File: config.mk
export PLATFORM = sky130hd
export DESIGN_NAME = ready_pattern_gen
export DESIGN_NICKNAME = d
export VERILOG_FILES = /design/src/rtl/datatypes_globals_pkg.sv /design/src/rtl/ready_pattern_gen.sv
export SDC_FILE = /design/constraint.sdc
export NUM_CORES = 1
export LEC_CHECK = 0
export ABC_AREA = 1
export BUFFER_PORTS_ARGS = -buffer_cell sky130_fd_sc_hd__buf_2
export CAP_MARGIN = 10
export CELL_PAD_IN_SITES_DETAIL_PLACEMENT = 1
export CELL_PAD_IN_SITES_GLOBAL_PLACEMENT = 2
export CORE_UTILIZATION = 34
export CTS_CLUSTER_SIZE = 12
export DETAILED_ROUTE_END_ITERATION = 7
export HOLD_SLACK_MARGIN = 0.05
export PLACE_DENSITY = 0.82
export SYNTH_ARGS = -nofsm -noshare
export SYNTH_HDL_FRONTEND = slang
export SYNTH_SLANG_ARGS = --single-unit
export TNS_END_PERCENT = 10
File: constraint.sdc
create_clock -name clk -period 3 [get_ports clk]
set_clock_uncertainty 0.1 [all_clocks]
set_input_delay 0.15 -clock clk [delete_from_list [all_inputs] [get_ports clk]]
set_output_delay 0.15 -clock clk [all_outputs]
set_load 0.01 [all_outputs]
File: src/rtl/datatypes_globals_pkg.sv
// Shared payload type and the enums/helpers used by the stream checker.
package datatypes_globals_pkg;

   typedef logic [7:0] rtl_data_t;

   // Backpressure pattern applied on in_ready while running.
   typedef enum logic [1:0] {
      ModeAlways = 2'd0,
      ModeNever  = 2'd1,
      ModeRandom = 2'd2,
      ModeBusy   = 2'd3
   } ready_mode_t;

   typedef enum logic [1:0] {
      SinkIdle = 2'd0,
      SinkRun  = 2'd1,
      SinkDone = 2'd2
   } sink_state_t;

   // Right-shifting Galois LFSR, taps 16,14,13,11.
   localparam logic [15:0] LfsrTaps = 16'hB400;

   function automatic logic [15:0] lfsr_step(input logic [15:0] s);
      return s[0] ? ((s >> 1) ^ LfsrTaps) : (s >> 1);
   endfunction

endpackage

File: src/rtl/ready_pattern_gen.sv
// Backpressure pattern source: LFSR, 2-bit phase counter and the mode mux.
// ready_next is the ready value for the cycle after the current edge.
module ready_pattern_gen
   import datatypes_globals_pkg::*;
#(
   parameter logic [15:0] LFSR_SEED = 16'hACE1
) (
   input  logic        clk,
   input  logic        reset_n,
   input  logic        en,
   input  logic        load_seed,
   input  ready_mode_t mode,
   output logic        ready_next
);

   logic [15:0] lfsr_q;
   logic [15:0] cur_lfsr;
   logic [1:0]  phase_q;
   logic [1:0]  cur_phase;

   // A seed load restarts the sequence in the same cycle it is requested.
   always_comb begin
      cur_lfsr  = load_seed ? LFSR_SEED : lfsr_q;
      cur_phase = load_seed ? 2'd0 : phase_q;
      case (mode)
         ModeAlways: ready_next = 1'b1;
         ModeNever:  ready_next = 1'b0;
         ModeRandom: ready_next = cur_lfsr[0];
         ModeBusy:   ready_next = (cur_phase == 2'd3);
         default:    ready_next = 1'b0;
      endcase
   end

   // Step the pattern state once per consumed ready value.
   always_ff @(posedge clk) begin
      if (!reset_n) begin
         lfsr_q  <= LFSR_SEED;
         phase_q <= 2'd0;
      end else if (load_seed || en) begin
         lfsr_q  <= lfsr_step(cur_lfsr);
         phase_q <= cur_phase + 2'd1;
      end
   end

endmodule

==> impl_summary.md, run 1 <==
Outcome
The flow ran to the end, and the final reports show no timing, DRC or antenna violations.

STA
After layout, the minimum clock period comes to 1533 ps. For the pin with the worst max-slew slack, the measured transition is 365.3 ps. The max-slew violation count is 0. The tightest hold margin is 72.05 ps. Setup repair after global routing left no endpoint under its margin. Summed over all failing endpoints, the final setup total negative slack is 0 ps.

Of the available clock period, the critical path in the final layout requires 0.5111. The hold violation total from the final report was 0. The worst pin sits at a relative slew slack of 0.7559.

The total of endpoints with negative setup slack in the final report is 0. The post-route worst setup slack is 1467 ps. The highest attainable clock frequency is 0.6522 GHz.

Floorplanning
The count of boundary I/O pins is 7. The die covers 2323 um2. The core box area is 1982 um2. The floorplan has 16 rows.

The vertical die dimension is 48.20 um. The effective utilization at floorplan is 0.3662. The floorplan die width is 48.20 um.

Critical path
For the worst setup path, the data required time is 2750 ps. The logic depth of the worst register-to-register path is 5. The data arrival at the endpoint of the critical path is 1280 ps. The capturing element type of the critical path is an output port. The category of the worst setup path launch point is a flip-flop.

Of all nets on the critical path, the largest fanout is 2. The worst setup path category is reg2out. In this run the critical register-to-register path is launched from phase_q[0]$_SDFFE_PN0P_. The setup slack of the worst register-to-register path is 1950 ps. The capturing point of the worst reg2reg path is phase_q[1]$_SDFFE_PN0P_.

Logic synthesis
The count of warnings emitted by yosys is 0. The register bit total from synthesis is 18. The average footprint of a synthesized cell is 7.559 um2.

The post-synthesis cell area is 725.7 um2. The top cell type's share of synthesized area is 0.4966. The number of different library cells used by synthesis comes to 14.

The post-synthesis cell count is 96. Summed over all instances, the cell type with the most area after synthesis is dfxtp_1. The net count after synthesis is 103. The sequential share of the synthesized area is 0.4966. Ranked by total cell area, the synthesized netlist is headed by dfxtp_1, nand2_1, a21oi_1.

Placement
During placement, the flow inserted port buffers numbering 6. After detailed placement, the design holds a cell count of 127. The half-perimeter wire length after placement is 1.181 mm. The final weighted congestion of routability-driven global placement is 0.7243. Once placement finished, the instance area stood at 773.2 um2.

At the placement stage, the worst setup path has a slack of 1796 ps.

Final layout
Once layout is done, the placed cells without fillers occupy 819.5 um2. Across the whole layout, storage elements account for 360.3 um2. Leaving out filler cells and counting taps, the final layout contains 132. The multi-input gate area in the final layout is 307.8 um2.

In the final layout, the share of cells above drive strength 1 is 0.1333. At the end of the flow, the number of nets in the layout was 113. Measured on the finished design, the core utilization comes to 0.4135. After filler insertion, the fill cell instance count of the layout stands at 257. The number of antenna diodes in the final layout is 0. The area growth from synthesis to final layout is 12.93%.

Clock network
In this run, post-CTS repair resized a total of 0 instances. The number of H-tree levels is 1. The clock latency at the later pin of the worst-skew pair is 300 ps. The number of clock sinks is 18.

The maximum buffer depth of the clock tree is 2. The number of clock buffers added by TritonCTS is 3. Clock-pin slew was measured on the worst setup and hold paths at 110 ps.

The clock tree from TritonCTS is yes. Clock tree synthesis selected as its root buffer the cell clkbuf_4.

Global routing
The first global-routing pass estimated 2.428 mm of wire. Entering global routing, the biggest net connects 16 pins. The initial antenna violation count is 0. The via count of the first global-routing pass is 549. For this run the aggregate overflow at the end of global routing stands at 0. In the global route stage, overall resource usage came out at 0.1527.

Drt
The top routing layer in use is met4. After detailed routing, the met3 layer carries 25 um of wire. The detailed route wirelength on metal2 is 738 um. For this block, wires on met1 add up to 791 um.

The wire length per cell after detailed routing is 11.90 um. The number of vias per cell is 4.735. The via count is 625. The post-route antenna net violation count is 0. The post-route DRC violation count is 0. The first detailed-routing pass ran for 2 iterations. The routed design has 1.571 mm of wire. After the first detailed-routing iteration, the DRC count stood at 2.

Min path
The worst hold path belongs to the class in2reg. The launch point of the worst hold path is en. The worst hold path was traced through 3 stages.

The destination of the worst hold path is lfsr_q[6]$_SDFFE_PN1P_.

Power and ir drop
The worst supply voltage drop on vdd is 311.5 uV. Power spread over the standard cell area amounts to 558.3 nW/um2. The completed layout was analyzed and its total power is 0.4576 mW.

The leakage power figure is 0.3600 nW.

Run
The count of max-cap constraint violations is 0.
## metal layers
metal,vias to the layer above,GRT usage
met5,-,0
met1,292,0.2157
met3,2,0.02222
met2,5,0.2373
met4,0,0.05000
li1,326,-
## repair_timing
item,CTS,global route
hold buffers,1,0
hold endpoints to repair,3,0
buffers inserted,0,0
## kinds of logic (layout without fill, tap and decap cells)
group           count (synthesis)  in the layout  share of synthesized area
simple gates                   42             42                     0.2431
compound gates                 22             22                     0.1638
flops                          18             18                     0.4966
buf+inv                        13             22                    0.07930
fa+ha+maj                       1              1                    0.01724
## cell usage after synthesis
cell / count
nor2_4: 2
a21oi_1: 12
buf_2: 1
o211ai_1: 3
buf_6: 1
nor2_1: 9
inv_1: 9
dfxtp_1: 18
nand3_1: 3
ha_1: 1
nand2_1: 28
o21ai_0: 6
inv_2: 2
a31oi_1: 1
## how the worst max path moves through the flow
stage / startpoint / end / cells past startpoint
after detailed placement: phase_q[1]$_SDFFE_PN0P_ / ready_next / 6
final: phase_q[1]$_SDFFE_PN0P_ / ready_next / 6
after global placement: phase_q[0]$_SDFFE_PN0P_ / ready_next / 6
after floorplan: phase_q[0]$_SDFFE_PN0P_ / ready_next / 5
after CTS: phase_q[1]$_SDFFE_PN0P_ / ready_next / 6
after global routing: phase_q[1]$_SDFFE_PN0P_ / ready_next / 6
## state kept, by name, indices dropped and copies added, names as in the netlist
| name | flops |
|---|---|
| phase_q | 2 |
| lfsr_q | 16 |
## worst max-delay path: stages (launching register included)
cell and delay [ps]:
dfxtp_1 350, inv_1 40, nor2_1 80, ha_1 150, a21oi_1 70, a31oi_1 140
buf_2 160
## cell usage in the layout, fill, tap and decap left out
cell | netlist | routed
a21oi_1 | 12 | 12
a31oi_1 | 1 | 1
buf_2 | 1 | 6
clkbuf_4 | 0 | 3
clkbuf_8 | 0 | 1
dfxtp_1 | 18 | 18
dlygate4sd3_1 | 0 | 1
ha_1 | 1 | 1
inv_1 | 9 | 9
inv_2 | 2 | 2
nand2_1 | 28 | 28
nand3_1 | 3 | 3
nor2_1 | 9 | 9
nor2_4 | 2 | 2
o211ai_1 | 3 | 3
o21ai_0 | 6 | 6
## cell type report
cell class | count | area share
sequential | 18 | 0.4397
multi-input combinational | 65 | 0.3756
inverter | 11 | 0.05038
timing repair buffer | 7 | 0.04885
clock buffer | 4 | 0.04427
tap | 27 | 0.04122
## power breakdown
| group | internal [mW] | switching, mW | total (mW) |
|---|---|---|---|
| clock network | 0.0739 | 0.0775 | 0.151 |
| logic | 0.0160 | 0.0295 | 0.0456 |
| registers | 0.253 | 0.00804 | 0.261 |
(Power assumes the default switching activity.)
==> inputs of run 2 (changes only) <==
--- a/config.mk
+++ b/config.mk
@@ -10,11 +10,11 @@
 export CAP_MARGIN = 10
 export CELL_PAD_IN_SITES_DETAIL_PLACEMENT = 1
 export CELL_PAD_IN_SITES_GLOBAL_PLACEMENT = 2
-export CORE_UTILIZATION = 34
+export CORE_UTILIZATION = 31
 export CTS_CLUSTER_SIZE = 12
 export DETAILED_ROUTE_END_ITERATION = 7
 export HOLD_SLACK_MARGIN = 0.05
-export PLACE_DENSITY = 0.82
+export PLACE_DENSITY = 0.77
 export SYNTH_ARGS = -nofsm -noshare
 export SYNTH_HDL_FRONTEND = slang
 export SYNTH_SLANG_ARGS = --single-unit
==> constraint.sdc (replaced) <==
create_clock -name clk -period 1.6 [get_ports clk]
set_clock_uncertainty 0.1 [all_clocks]
set_input_delay 0.08 -clock clk [delete_from_list [all_inputs] [get_ports clk]]
set_output_delay 0.08 -clock clk [all_outputs]
set_load 0.01 [all_outputs]
==> impl_summary.md, run 2 (synthesis gave the netlist of run 1 again) <==
Drt
The number of vias per cell is 4.567 (-3.5%). The via count is 612 (-2.1%). The wire length per cell after detailed routing is 10.94 um (-8.1%). The violation count after the first detailed-routing iteration is 11 (+9). The total wirelength of the detailed-routed design is 1.466 mm (-6.7%). The post-route DRC violation count was 0 (unchanged). The detailed-routing iteration count for the pre-antenna-repair pass is 3 (+1). The post-route antenna net violation count is 0 (unchanged).

Final layout
The fill cell instance count of the final layout is 291 (+13%). The final standard cell area without fillers is 830.8 um2 (+1.4%). The core occupancy in the finished layout is 0.3756 (-0.03794).

The most common cell after layout, fill and taps aside is nand2_1. The number of flip-flops under the largest register name was 16 (unchanged). The layout cell share with drive strength beyond 1 came to 0.1321 (-0.001258).

The final-stage net count was 114 (+0.88%). In the layout the commonest cells are nand2_1, dfxtp_1, a21oi_1. The number of diodes added for antenna fixing was 0 (unchanged). The register bank with the most flops is lfsr_q.

The largest registers in the layout are lfsr_q (16), phase_q (2). Relative to the synthesized area, the layout overhead comes to 14.48%.

Critical path
The largest fanout on the critical path came to 3 (+1). The worst-path cell with the longest stage delay is dfxtp_1. The setup slack of the worst register-to-register path is 530 ps (-1420 ps). The category of the worst setup path launch point is a flip-flop. The largest stage delay on the critical path was 330 ps (-20 ps).

The logic depth of the worst register-to-register path is 5 (unchanged). The data arrival at the endpoint of the critical path is 1290 ps (about the same). In this run the critical register-to-register path is captured at phase_q[1]$_SDFFE_PN0P_. The startpoint identified for the worst register-to-register timing path is phase_q[0]$_SDFFE_PN0P_. Walking the worst path, the cells encountered are inv_1, nor2_1, ha_1, a21oi_1, a31oi_1, buf_2. The required arrival time at the worst endpoint was 1420 ps (-1330 ps). The worst setup path is of the reg2out kind. STA classifies the critical path endpoint as an output port.

Floorplanning
The floorplan die width came to 50.39 um (+4.5%). The core box area came to 2212 um2 (+12%). The placement row count is 17 (+1). The count of boundary I/O pins came to 7 (unchanged). The vertical die dimension is 50.39 um (+4.5%). The effective utilization at floorplan was 0.3281 (-0.03811).

The die area came to 2539 um2 (+9.3%).

STA
The worst-case headroom to the max-slew limit is 0.7593 (+0.003443). Based on the critical path, the design can be clocked at up to 0.6783 GHz. Of the available clock period, the critical path in the final layout requires 0.9215. The final-layout setup total negative slack came to 0 ps (unchanged). The total of endpoints with negative setup slack in the final report came to 0 (unchanged). The post-route worst setup slack is 125.7 ps (-1341 ps). The max-slew violation count is 0 (unchanged). Setup repair after global routing left no endpoint under its margin. The hold violation total from the final report is 0 (unchanged). The final period demand of the worst path is 1474 ps.

The actual slew at the worst max-slew pin is 360.2 ps (-5.152 ps).

Clock network
The maximum buffer depth of the clock tree came to 2 (unchanged). The clock tree from TritonCTS is yes. The clock transition at the registers of the reported paths is 100 ps (about the same).

The buffers inserted during post-CTS setup optimization is 0 (unchanged). The clock latency at the later pin of the worst-skew pair is 280 ps (-20 ps). The number of clock sinks came to 18 (unchanged). The number of cells upsized or downsized after cts was 0 (unchanged). The number of buffers created by CTS is 3 (unchanged). The cell sitting at the root of the clock tree is a clkbuf_4. The number of H-tree levels was 1 (unchanged).

Min path
The worst hold path terminates at lfsr_q[1]$_SDFFE_PN0P_. The class of the tightest hold or removal check is in2reg. The depth of the worst hold-timing path is 4 (+1). The launch point of the worst hold path is load_seed.

Global routing
The initial antenna violation count came to 0 (unchanged). The total routing usage reported by global routing is 0.1380 (-0.01472). The remaining global-route overflow came to 0 (unchanged). The maximum number of pins on one net before global-route repair is 16 (unchanged). The via count of the first global-routing pass is 579 (+5.5%). The wire length of the first global-routing pass is 2.594 mm (+6.8%).

Placement
The placement-stage worst setup slack is 448.6 ps (-1347 ps). The final weighted congestion of routability-driven global placement is 0.7425 (+2.5%). The area after detailed placement came to 774.5 um2 (+0.16%).

The half-perimeter wire length after placement is 1.150 mm (-2.6%). The number of I/O port buffers is 6 (unchanged).

Outcome
The run finished with clean final reports.

Power and ir drop
The leakage power figure was 0.3641 nW (+1.2%). The power density normalized to cell area is 1018 nW/um2 (+82%). The worst supply voltage drop on vdd is 431.8 uV (+39%).

Run
The count of max-cap constraint violations is 0 (unchanged).
==> run 2: metrics by stage <==
stage          hold slack [ps]  instances  power (mW)
2_1_floorplan            95.43         96      0.5538
3_3_place_gp             268.4        128      0.5815
3_5_place_dp             270.9        128      0.5825
4_1_cts                  94.03        134      0.8649
5_1_grt                  115.1        134      0.8955
6_report                 99.25        134      0.8458
==> run 2: repair_timing <==
action | in CTS | in global routing
hold endpoints to repair | 11 | 0
endpoints found under the setup margin | 0 | 0
hold buffers | 2 | 0
==> run 2: worst max path at each step <==
stage                                       start    endpoint  depth (start not counted)
after global placement    phase_q[0]$_SDFFE_PN0P_  ready_next                          6
after detailed placement  phase_q[1]$_SDFFE_PN0P_  ready_next                          6
after global routing      phase_q[0]$_SDFFE_PN0P_  ready_next                          6
final                     phase_q[0]$_SDFFE_PN0P_  ready_next                          6
after floorplan           phase_q[0]$_SDFFE_PN0P_  ready_next                          5
after CTS                 phase_q[0]$_SDFFE_PN0P_  ready_next                          6
==> run 2: area by class of cell <==
type | count | area (um2) | share of cell area
clock buffer | 4 | 36.28 | 0.04367
tap | 28 | 35.03 | 0.04217
timing repair buffer | 8 | 50.05 | 0.06024
multi-input combinational | 65 | 307.8 | 0.3705
inverter | 11 | 41.29 | 0.04970
sequential | 18 | 360.3 | 0.4337
==> run 2: critical path: cells and delay by family (launching register included) <==
| family | cells | cell delay (ps) |
|---|---|---|
| AOI/OAI and AO/OA | 2 | 210 |
| adders and majority gates | 1 | 160 |
| and+or+nand+nor | 1 | 90 |
| buffers and inverters | 2 | 220 |
| DFF | 1 | 330 |
==> run 2: per-layer routing <==
metal / track usage / share of wire / vias to the layer above
met2: 0.2111 / 0.47 / 5
met5: 0 / 0 / -
met3: 0.03636 / 0.018 / 2
li1: - / - / 329
met1: 0.1832 / 0.50 / 276
met4: 0.05556 / 0.011 / 0
==> run 2: power by group <==
| group | switching, mW | internal [mW] | total, mW |
|---|---|---|---|
| Clock | 0.133 | 0.138 | 0.272 |
| Combinational | 0.0541 | 0.0317 | 0.0859 |
| Sequential | 0.0146 | 0.474 | 0.488 |
